**src/rtl/dump_ctrl.sv**
```systemverilog
// Dump controller: reads channel calibration from the EEPROM over SPI,
// then streams 512 trace samples from RAM out through the UART path.
module dump_ctrl (
  input  logic        clk,
  input  logic        rst_n,
  input  logic        dump,
  input  logic [1:0]  dump_ch,
  input  logic [2:0]  ch1_AFEgain,
  input  logic [2:0]  ch2_AFEgain,
  input  logic [2:0]  ch3_AFEgain,
  input  logic [8:0]  trace_end,
  input  logic        SPI_done,
  input  logic        resp_sent,
  output logic        wrt_SPI,
  output logic [2:0]  ss,
  output logic [15:0] SPI_data,
  output logic        flopOffset,
  output logic        flopGain,
  output logic        ram_rd,
  output logic [8:0]  ram_addr,
  output logic        send_resp,
  output logic        dump_busy,
  output logic        dump_done
);

  typedef enum logic [3:0] {
    S_IDLE,
    S_OFF_A,
    S_OFF_B,
    S_GAIN_A,
    S_GAIN_B,
    S_RD,
    S_SEND,
    S_WAIT,
    S_FIN
  } state_t;

  state_t      state, nxt_state;
  logic [1:0]  ch_q;
  logic [2:0]  g_q;
  logic [8:0]  te_q;
  logic [8:0]  cnt, nxt_cnt;
  logic        nxt_wrt;
  logic [15:0] spi_q, nxt_spi;
  logic        latch;
  logic [2:0]  g_sel;
  logic [8:0]  addr_c;

  always_comb begin
    g_sel = ch1_AFEgain;
    unique case (dump_ch)
      2'b01:   g_sel = ch2_AFEgain;
      2'b10:   g_sel = ch3_AFEgain;
      default: g_sel = ch1_AFEgain;
    endcase
  end

  always_ff @(posedge clk or negedge rst_n) begin
    if (!rst_n) begin
      state   <= S_IDLE;
      cnt     <= '0;
      ch_q    <= '0;
      g_q     <= '0;
      te_q    <= '0;
      wrt_SPI <= 1'b0;
      spi_q   <= '0;
    end else begin
      state   <= nxt_state;
      cnt     <= nxt_cnt;
      wrt_SPI <= nxt_wrt;
      spi_q   <= nxt_spi;
      if (latch) begin
        ch_q <= dump_ch;
        g_q  <= g_sel;
        te_q <= trace_end;
      end
    end
  end

  // Command word: channel and gain select the EEPROM entry, bit 8 picks gain vs offset.
  always_comb begin
    nxt_state  = state;
    nxt_cnt    = cnt;
    nxt_wrt    = 1'b0;
    nxt_spi    = spi_q;
    latch      = 1'b0;
    flopOffset = 1'b0;
    flopGain   = 1'b0;
    unique case (state)
      S_IDLE: begin
        if (dump && dump_ch != 2'b11) begin
          latch     = 1'b1;
          nxt_cnt   = '0;
          nxt_wrt   = 1'b1;
          nxt_spi   = {2'b00, dump_ch, g_sel, 1'b0, 8'h00};
          nxt_state = S_OFF_A;
        end else if (dump) begin
          nxt_state = S_FIN;
        end
      end
      S_OFF_A: begin
        if (SPI_done) begin
          nxt_wrt   = 1'b1;
          nxt_spi   = 16'h0000;
          nxt_state = S_OFF_B;
        end
      end
      S_OFF_B: begin
        if (SPI_done) begin
          flopOffset = 1'b1;
          nxt_wrt    = 1'b1;
          nxt_spi    = {2'b00, ch_q, g_q, 1'b1, 8'h00};
          nxt_state  = S_GAIN_A;
        end
      end
      S_GAIN_A: begin
        if (SPI_done) begin
          nxt_wrt   = 1'b1;
          nxt_spi   = 16'h0000;
          nxt_state = S_GAIN_B;
        end
      end
      S_GAIN_B: begin
        if (SPI_done) begin
          flopGain  = 1'b1;
          nxt_state = S_RD;
        end
      end
      S_RD:   nxt_state = S_SEND;
      S_SEND: nxt_state = S_WAIT;
      S_WAIT: begin
        if (resp_sent) begin
          if (cnt == 9'd511) begin
            nxt_state = S_FIN;
          end else begin
            nxt_cnt   = cnt + 9'd1;
            nxt_state = S_RD;
          end
        end
      end
      S_FIN:   nxt_state = S_IDLE;
      default: nxt_state = S_IDLE;
    endcase
  end

  assign addr_c = te_q + 9'd1 + cnt;

  always_comb begin
    ram_addr = '0;
    if (state == S_RD || state == S_SEND || state == S_WAIT)
      ram_addr = addr_c;
  end

  assign ss        = 3'b100;
  assign SPI_data  = spi_q;
  assign ram_rd    = (state == S_RD);
  assign send_resp = (state == S_SEND);
  assign dump_busy = (state != S_IDLE);
  assign dump_done = (state == S_FIN);

endmodule

```
**config.mk**
```make
export PLATFORM = sky130hd
export DESIGN_NAME = dump_ctrl
export DESIGN_NICKNAME = d
export VERILOG_FILES = /design/src/rtl/dump_ctrl.sv
export SDC_FILE = /design/constraint.sdc
export NUM_CORES = 1
export LEC_CHECK = 0
export ABC_CLOCK_PERIOD_IN_PS = 3100
export CAP_MARGIN = 20
export CORE_MARGIN = 1.5
export CORE_UTILIZATION = 30
export CTS_CLUSTER_SIZE = 12
export DETAILED_ROUTE_END_ITERATION = 16
export PLACE_DENSITY = 0.61
export SETUP_SLACK_MARGIN = 0.5
export SYNTH_ARGS = -nofsm -noshare
export SYNTH_HDL_FRONTEND = slang
export SYNTH_SLANG_ARGS = --single-unit
```
**constraint.sdc**
```tcl
create_clock -name clk -period 3.1 [get_ports clk]
set_input_delay 0.93 -clock clk [delete_from_list [all_inputs] [get_ports clk]]
set_output_delay 0.93 -clock clk [all_outputs]
set_load 0.05 [all_outputs]
```
==> impl_metrics.py <==
metrics = {
    "run_status": {
        "status": "complete, no violations",
    },
    "placed_design": {
        "port_buffers": 46,
        "dp.cells": 402,
        "placed_area_um2": 3030,
        "place_hpwl_um": 4270,
        "finalWeightedCongestion": 0.817,
    },
    "drt": {
        "drtIter0Drc": 112,
        "wl_per_cell_um": 13.9,
        "firstDrtPassIters": 4,
        "wl_um": 6090,
        "drc": 0,
        "vias": 2154,
        "routed_via_density": 4.93,
        "final_antenna_net_count": 0,
    },
    "grt": {
        "grt_max_degree": 35,
        "grt_overflow": 0,
        "grt_pass1_vias": 2078,
        "grt_antenna_before_repair": 0,
        "grt_pass1_wl_um": 10000,
        "globalRouteTotalUtil_pct": 15.1,
    },
    "worst_setup_path": {
        "cp.required_ps": 2170,
        "timing.rr.end": "cnt[0]$_DFFE_PN0P_",
        "reg2reg_from": "cnt[0]$_DFFE_PN0P_",
        "start_kind": "flip-flop",
        "crit_top_cell": "inv_2",
        "cpPeakStageDelay_ps": 420,
        "cp_max_fo": 2,
        "worstRegToRegCells": 11,
        "crit_slowest_cell": "fa_2",
        "crit_path_end_kind": "output port",
        "path_cells": "inv_2 -> ha_4 -> inv_2 -> fa_2 -> nand3_4 -> a211oi_2 -> or3_4 -> a21oi_4 -> buf_12",
        "path_class": "flip-flop to output port",
        "reg2reg_slack_ps": 830,
        "cp.arrival_ps": 2150,
    },
    "synthesis": {
        "yosys.area_share.adder_pct": 8.06,
        "synth.area.top_cells": "dfrtp_1, ha_1, nand2_1",
        "synth_ff_type": "dfrtp_1",
        "ys_types": 51,
        "synth_top_family_by_area": "simple AND/OR/NAND/NOR gates",
        "synth_edf_count": 0,
        "ys_warn_count": 0,
        "synth-compound-area-share_pct": 19.7,
        "netlist_area_um2": 2270,
        "yosysTopAreaCellShare_pct": 37.5,
        "async_flop_share_pct": 100,
        "synthXorXnorAreaFrac_pct": 1.16,
        "yosys.area.top_type": "dfrtp_1",
        "synth_simple_gate_area_share_pct": 23.2,
        "synth.area.mux_share_pct": 1.38,
        "ys_seq_area_share_pct": 37.5,
        "syn_avg_cell_area_um2": 8.78,
        "synth_cells": 258,
        "ys_ff_latch": 34,
    },
    "cells_and_area": {
        "final_cells": 437,
        "syn_to_final_growth_pct": 54.6,
        "fin_area_um2": 3500,
        "fillCellCount": 745,
        "drive_above_1_share_pct": 31.7,
        "fin_nets": 377,
        "antenna_cells": 0,
    },
    "die": {
        "pin_count": 60,
        "initial_core_util_pct": 31.1,
        "core_um2": 7290,
        "die_w_um": 89.9,
        "dieArea_um2": 8080,
        "std_cell_rows": 31,
        "die_h_um": 89.9,
    },
    "clock_tree": {
        "postCtsHoldBufs": 0,
        "htree_num_levels": 2,
        "cts.clk_slew.worst_paths_ps": 70,
        "cts_tree": "yes",
        "cts-root-buf": "clkbuf_8",
        "cts_inserted_buffers": 5,
        "clock_sinks": 34,
        "worstSkewPairLatency_ps": 290,
        "clockBufferDepth": 2,
    },
    "pwr": {
        "p_total_mw": 3.70,
        "power.density_nw_per_um2": 1060,
        "power_leakage_nw": 1.55,
        "peakVddDrop_mv": 0.400,
    },
    "timing": {
        "setup_violations": 0,
        "skew_ps": 3.95,
        "finalCritPeriodShare_pct": 99.3,
        "relSlewSlack_pct": 65.5,
        "max_freq_mhz": 325,
        "drv_slew": 0,
        "hold_viol_final": 0,
        "period_minus_slack_ps": 3080,
        "rsz0062_at_grt": "true",
        "tightest_slew_ps": 516,
        "tns_ps": 0,
        "holdWs_ps": 480,
    },
    "min_path": {
        "hp-class": "flip-flop to flip-flop",
        "hold_path_startpoint": "ch_q[0]$_DFFE_PN0P_",
        "hold_depth": 1,
        "holdPathEnd": "ch_q[0]$_DFFE_PN0P_",
    },
    "flow_run": {
        "drv_cap": 0,
    },
}
## timing repair
item / 4_1_cts / 5_1_grt
gates cloned: 0 / 1
setup buffers: 7 / 20
setup endpoints to repair: 14 / 20
pin swaps: 10 / 15
resized for setup: 28 / 19
## flip-flops by register name, summed over array words and instances, names as in the netlist
signal    flops
cnt           9
ch_q          2
wrt_SPI       1
g_q           3
state         4
te_q          9
SPI_data      6
## how the worst max path moves through the flow
stage / to / slack [ps] / cells after the start / startpoint
floorplan: flopGain / 340 / 1 / SPI_done
global placement: flopGain / 210 / 3 / SPI_done
detailed placement: flopGain / 190 / 3 / SPI_done
CTS: ram_addr[8] / 1 / 9 / te_q[0]$_DFFE_PN0P_
global route: ram_addr[6] / -70 / 10 / te_q[0]$_DFFE_PN0P_
finish: ram_addr[8] / 20 / 9 / te_q[0]$_DFFE_PN0P_
## critical path, delay by kind of cell, from the launching register on
kind	cells	cell delay [ps]
flops	1	380
compound gates	2	220
fa+ha+maj	2	550
buf+inv	3	270
simple gates	2	440
## per-stage QoR
stage | setup WS [ps] | util (%)
finish | 22.0 | 48.0
global route | -69.3 | 48.0
CTS | 1.45 | 45.0
detailed placement | 186 | 41.5
global placement | 209 | 41.5
floorplan | 344 | -
## cell usage after synthesis (3+ instances only)
library cell / number
a21o_1: 6
a21oi_1: 11
a221o_1: 4
a221oi_1: 3
a31oi_1: 3
buf_4: 13
clkbuf_1: 5
dfrtp_1: 34
ha_1: 13
inv_1: 12
nand2_1: 40
nand2b_1: 3
nand3_1: 4
nor2_1: 19
nor2b_1: 8
nor3_1: 4
o2111ai_1: 4
o21a_1: 3
o21ai_0: 13
o22ai_1: 3
o31ai_1: 4
or3_1: 4
or4_1: 7
xnor2_1: 3
## power breakdown
part	switching [mW]	total, mW	internal [mW]
Combinational	1.37	2.54	1.17
Clock	0.165	0.422	0.257
Sequential	0.133	0.740	0.607
Total	1.67	3.70	2.03
## layer usage
metal / GRT usage, % / routed length [µm] / part of all wire (%)
met1: 20.2 / 2870 / 47
met2: 24.2 / 2900 / 48
met3: 3.72 / 231 / 3.8
met4: 4.76 / 83 / 1.4
met5: 0 / 0 / 0
## layout make-up
type | instances | area [µm²] | area share [%]
clock buffers | 6 | 82.6 | 2.36
flip-flops and latches | 34 | 860 | 24.5
multi-input cells | 202 | 1520 | 43.3
well taps | 99 | 124 | 3.54
repair buffers | 83 | 845 | 24.1
clock inverters | 1 | 30.0 | 0.857
inverters | 12 | 45.0 | 1.29
## cells in the final DEF (no fill, tap or decap), drive strengths merged, types with 3 or more instances in the layout
cell | Yosys | final
buf | 17 | 49
nand2 | 40 | 40
dfrtp | 34 | 34
clkdlybuf4s50 | 0 | 30
nor2 | 19 | 19
o21ai | 15 | 15
conb | 2 | 13
ha | 13 | 13
inv | 12 | 12
a21oi | 11 | 11
nor2b | 8 | 8
clkbuf | 5 | 8
or4 | 7 | 7
a21o | 6 | 6
o31ai | 4 | 4
a221o | 4 | 4
nor3 | 4 | 4
nand2b | 4 | 4
or3 | 4 | 4
o2111ai | 4 | 4
nand3 | 4 | 4
o21a | 3 | 3
a31oi | 3 | 3
a221oi | 3 | 3
xnor2 | 3 | 3
o22ai | 3 | 3
a22oi | 2 | 3
## cells by family after synthesis
kind of cell / Yosys count
compound gates: 65
xor+xnor: 3
fa+ha+maj: 14
buf+inv: 34
flops: 34
mux: 3
other cells: 2
simple gates: 103
No activity file was read; power rests on OpenSTA's default activity.
